==> config.mk <==
export PLATFORM = sky130hd
export DESIGN_NAME = sync_start_fsm
export DESIGN_NICKNAME = d
export VERILOG_FILES = /design/src/rtl/sync_start_fsm.sv
export SDC_FILE = /design/constraint.sdc
export NUM_CORES = 1
export LEC_CHECK = 0
export ABC_AREA = 1
export CAP_MARGIN = 0
export CORE_MARGIN = 2
export CORE_UTILIZATION = 50
export CTS_BUF_LIST = sky130_fd_sc_hd__clkbuf_16
export DETAILED_ROUTE_END_ITERATION = 6
export PLACE_DENSITY = 0.77
export REMOVE_ABC_BUFFERS = 1
export SYNTH_ARGS = -nofsm -noshare
export SYNTH_HDL_FRONTEND = slang
export SYNTH_SLANG_ARGS = --single-unit
==> constraint.sdc <==
create_clock -name clk -period 5 [get_ports clk]
set_input_delay 1 -clock clk [delete_from_list [all_inputs] [get_ports clk]]
set_output_delay 1 -clock clk [all_outputs]
set_load 0.02 [all_outputs]
==> src/rtl/sync_start_fsm.sv <==
// Start-of-stream detector: qualifies a run of matching cycles, then runs for run_len enabled cycles.
// Optional macro SYNC_START_AUTO_REARM_EN: DONE returns to WAITING after one enabled cycle.
module sync_start_fsm #(
  parameter int unsigned CNT_W     = 16,
  parameter int unsigned MIN_MATCH = 1,
  parameter int unsigned MAX_MATCH = 0
) (
  input  logic             clk,
  input  logic             rst,
  input  logic             ena,
  input  logic             is_matching,
  input  logic [CNT_W-1:0] run_len,
  output logic             is_waiting,
  output logic             is_matching_phase,
  output logic             is_running,
  output logic             is_done,
  output logic             is_reject,
  output logic             start_pulse,
  output logic             done_pulse,
  output logic             err_pulse,
  output logic [CNT_W-1:0] match_len
);

  typedef enum logic [2:0] {
    S_WAITING  = 3'd0,
    S_MATCHING = 3'd1,
    S_RUNNING  = 3'd2,
    S_DONE     = 3'd3,
    S_REJECT   = 3'd4
  } state_e;

  localparam logic [CNT_W-1:0] MIN_C = CNT_W'(MIN_MATCH);
  localparam logic [CNT_W-1:0] MAX_C = CNT_W'(MAX_MATCH);
  localparam logic [CNT_W-1:0] ONE_C = CNT_W'(1);

  state_e           state_q, state_d;
  logic [CNT_W-1:0] match_cnt_q, match_cnt_d;
  logic [CNT_W-1:0] run_cnt_q, run_cnt_d;
  logic [CNT_W-1:0] match_len_q, match_len_d;
  logic [CNT_W-1:0] run_len_q, run_len_d;
  logic             start_q, start_d;
  logic             done_q, done_d;
  logic             err_q, err_d;

  always_ff @(posedge clk) begin
    if (rst) begin
      state_q     <= S_WAITING;
      match_cnt_q <= '0;
      run_cnt_q   <= '0;
      match_len_q <= '0;
      run_len_q   <= '0;
      start_q     <= 1'b0;
      done_q      <= 1'b0;
      err_q       <= 1'b0;
    end else begin
      state_q     <= state_d;
      match_cnt_q <= match_cnt_d;
      run_cnt_q   <= run_cnt_d;
      match_len_q <= match_len_d;
      run_len_q   <= run_len_d;
      start_q     <= start_d;
      done_q      <= done_d;
      err_q       <= err_d;
    end
  end

  // Hold defaults double as the ena=0 behaviour; pulses default low so they never stretch.
  always_comb begin
    state_d     = state_q;
    match_cnt_d = match_cnt_q;
    run_cnt_d   = run_cnt_q;
    match_len_d = match_len_q;
    run_len_d   = run_len_q;
    start_d     = 1'b0;
    done_d      = 1'b0;
    err_d       = 1'b0;
    if (ena) begin
      case (state_q)
        S_WAITING: begin
          if (is_matching) begin
            state_d     = S_MATCHING;
            match_cnt_d = ONE_C;
          end
        end
        S_MATCHING: begin
          if (is_matching) begin
            if ((MAX_MATCH != 0) && (match_cnt_q == MAX_C)) begin
              state_d = S_REJECT;
              err_d   = 1'b1;
            end else if (match_cnt_q != '1) begin
              match_cnt_d = match_cnt_q + ONE_C;
            end
          end else if (match_cnt_q >= MIN_C) begin
            state_d     = S_RUNNING;
            match_len_d = match_cnt_q;
            run_cnt_d   = '0;
            run_len_d   = run_len;
            start_d     = 1'b1;
          end else begin
            state_d     = S_WAITING;
            match_cnt_d = '0;
          end
        end
        S_RUNNING: begin
          if ((run_len_q != '0) && (run_cnt_q == run_len_q - ONE_C)) begin
            state_d = S_DONE;
            done_d  = 1'b1;
          end else begin
            run_cnt_d = run_cnt_q + ONE_C;
          end
        end
        S_DONE: begin
`ifdef SYNC_START_AUTO_REARM_EN
          state_d     = S_WAITING;
          match_cnt_d = '0;
          run_cnt_d   = '0;
`endif
        end
        S_REJECT: begin
          if (!is_matching) begin
            state_d     = S_WAITING;
            match_cnt_d = '0;
          end
        end
        default: state_d = S_WAITING;
      endcase
    end
  end

  assign is_waiting        = (state_q == S_WAITING);
  assign is_matching_phase = (state_q == S_MATCHING);
  assign is_running        = (state_q == S_RUNNING);
  assign is_done           = (state_q == S_DONE);
  assign is_reject         = (state_q == S_REJECT);
  assign start_pulse       = start_q;
  assign done_pulse        = done_q;
  assign err_pulse         = err_q;
  assign match_len         = match_len_q;

endmodule

==> results.ini <==
[pwr]
pwr_density_cell_nw_per_um2=302.5
irDropWorstVdd_mv=0.1873
power_leakage_nw=1.767

[cts]
insertion_delay_ns=0.34
tritoncts.num_buffers=9
clk_path_buf_depth=2
cts.repair_timing.setup_buffer_count=0
cts_hold_buf=0
clock_tree_from_tritoncts=built
cts.root.buffer_cell=clkbuf_16
clock_edge_transition_at_the_registers_on_the_reported_setup_and_hold_paths_ns=0.06
resized_gates_after_cts=0
cts.htree.levels=3
cts.sinks=68

[layout]
layout.nets=632
fraction_of_final_layout_cells_sized_beyond_drive_strength_1=0.07026
antenna_cells=0
area_grow_syn2layout_pct=18.66
utilization=0.6046

[global_routing]
antenna_violations_before_repair=0
met1_usage=0.3159
grt_max_degree=35
globalRoute.totalOverflow=0
global_route.usage.total=0.2549
number_of_global_route_vias_before_repair=3759
use_met3=0.05670
grt.busiest_layer=met2
groute.layer.met2.usage=0.4222
grt_first_pass_wirelength_mm=17.42

[setup_path]
cp_slowest_cell=clkdlybuf4s50_1
path_cells=inv_1 -> nor2_1 -> clkdlybuf4s50_1
cp_top_family=buffers and inverters
worst_ep_required_time_ns=4.00
critical_path_class=register to output pin
cp.arrival_ns=1.95
cpPeakStageDelay_ns=0.71
end_kind=output pin
crit_fanout=6
worstSetupStartpointType=register
critical_path.n_buffers_inverters=2

[timing]
timing_max_transition_violations_final=0
worst_slew_margin_rel=0.2731
count_of_final_hold_check_violations=0
post-route-period-util=0.5909
setup_viol=0
grt_setup_unrepaired=false
clock_skew_ns=0.006208
worst_slew_pin_slew_ns=1.087
setup_tns_ns=0
finalCriticalPeriod_ns=2.955
max_freq_ghz=0.3385

[worst_hold_path]
hold_class=register to register

[placed_design]
port_buffers=41
hpwl_mm=7.433
gp_congestion=0.9625

[outcome]
run_status=complete, no violations

[route]
wl_per_cell_um=14.47
num_vias=3922
drt_first_pass_iters=5
wirelength_mm=10.33
viasPerCell=5.493
post-route-drc-count=0
dr.first_iter.drc_count=270
ant_nets=0

[floorplan]
core_region_area_um2=7607
design.portCount=44
die_w_um=92.05
row_count=32
height_of_the_die_um=92.05
design.die.area_um2=8472
start_util=0.5095

[yosys]
synth.yosys.warnings=0
synthDistinctLibCells=33
postSynthCellCount=576
syn_area_per_cell_um2=6.730
netlist_area_um2=3876
number_of_synthesized_register_bits=68
synth.yosys.seq_area_share=0.3512

[job]
cap_viol_max_count=0

[logic make-up after synthesis]
kind of cell	synth area share
adder cells (fa/ha/maj)	0.01614
AO/OA/AOI/OAI	0.1359
buffers and inverters	0.08682
other	0.0009674
flip-flops	0.3512
XOR/XNOR	0.06553
AND/OR/NAND/NOR	0.3434
[synthesized netlist by cell type, drive strengths merged]
master,n,share of area
xor2,21,0.047
o21ai,35,0.045
a211oi,1,0.0019
nand2,119,0.12
ha,5,0.016
clkbuf,17,0.018
nand3b,4,0.0077
clkinv,2,0.0019
o21bai,1,0.0019
dfxtp,68,0.35
nand4,27,0.044
buf,7,0.013
nand3,30,0.045
nor4,6,0.0097
a21oi,62,0.085
o21a,1,0.0019
nor3,19,0.026
xnor2,8,0.018
nor2,86,0.094
inv,56,0.054
conb,1,0.00097
[power breakdown]
| group | internal, mW | switching [mW] | total, mW |
|---|---|---|---|
| Combinational | 0.0797 | 0.140 | 0.220 |
| Sequential | 0.555 | 0.0128 | 0.567 |
| Clock | 0.343 | 0.261 | 0.604 |
| Total | 0.977 | 0.414 | 1.39 |
[final cells by class]
cell class                      count  area, µm²
Inverter                           58      217.7
Tap cell                          102      127.6
Timing Repair Buffer               43      425.4
Fill cell                         705       3008
Clock inverter                      7      60.06
Clock buffer                        9      225.2
Multi-Input combinational cell    427       2182
Sequential cell                    68       1361
[worst register-to-register path, cell delays in order (launching register included)]
cell	delay [ns]
dfxtp_1	0.34
inv_1	0.13
ha_1	0.22
nor2_1	0.08
nand3_1	0.07
nor4_1	0.23
nand3_1	0.21
o21ai_0	0.23
clkinv_1	0.51
nand3_4	0.42
nand2_1	0.11
a21oi_2	0.12
[sequential cells by signal, summed over array words and instances (netlist names)]
signal,count
run_cnt_q,16
start_pulse,1
done_pulse,1
run_len_q,16
state_q,2
match_len,16
match_cnt_q,16
[layer usage]
layer	vias to the layer above	part of all wire
met1	1791	0.44
met5	-	0
li1	1948	-
met3	36	0.061
met4	0	0.031
met2	147	0.47
[stage by stage]
step | power [mW] | setup WS (ns) | hold WS (ns) | cell area, µm² | instances
after detailed placement | 0.7958 | 1.906 | 0.4787 | 4314 | 698
after global routing | 1.454 | 1.930 | 0.5140 | 4599 | 714
final | 1.391 | 2.045 | 0.4916 | 4599 | 714
after global placement | 0.7924 | 1.982 | 0.4643 | 4314 | 698
after CTS | 1.399 | 2.057 | 0.4943 | 4599 | 714
after floorplan | 0.7228 | 2.291 | 0.4526 | 3761 | 553
[layout by cell type (no fill, tap or decap), types with 3 or more instances in the layout]
cell type          n
a21oi_1           57
a21oi_2            5
clkbuf_16          9
clkdlybuf4s50_1   41
clkinvlp_4         3
dfxtp_1           68
ha_1               5
inv_1             51
inv_2              5
nand2_1          116
nand2_2            3
nand3_1           28
nand3b_1           4
nand4_1           27
nor2_1            77
nor2_2             5
nor2_4             4
nor3_1            18
nor4_1             6
o21ai_0           34
xnor2_1            8
xor2_1            21
[path summary, 6_finish.rpt]
path,depth (start not counted),from,end,slack [ns]
min reg2reg,1,match_cnt_q[6],match_cnt_q[6],0.49
max,3,state_q[1],is_running,2.05
min,1,match_cnt_q[6],match_cnt_q[6],0.49
max reg2reg,11,match_cnt_q[1],run_cnt_q[6],2.24
Note: power is estimated with default switching activity, not from simulation.
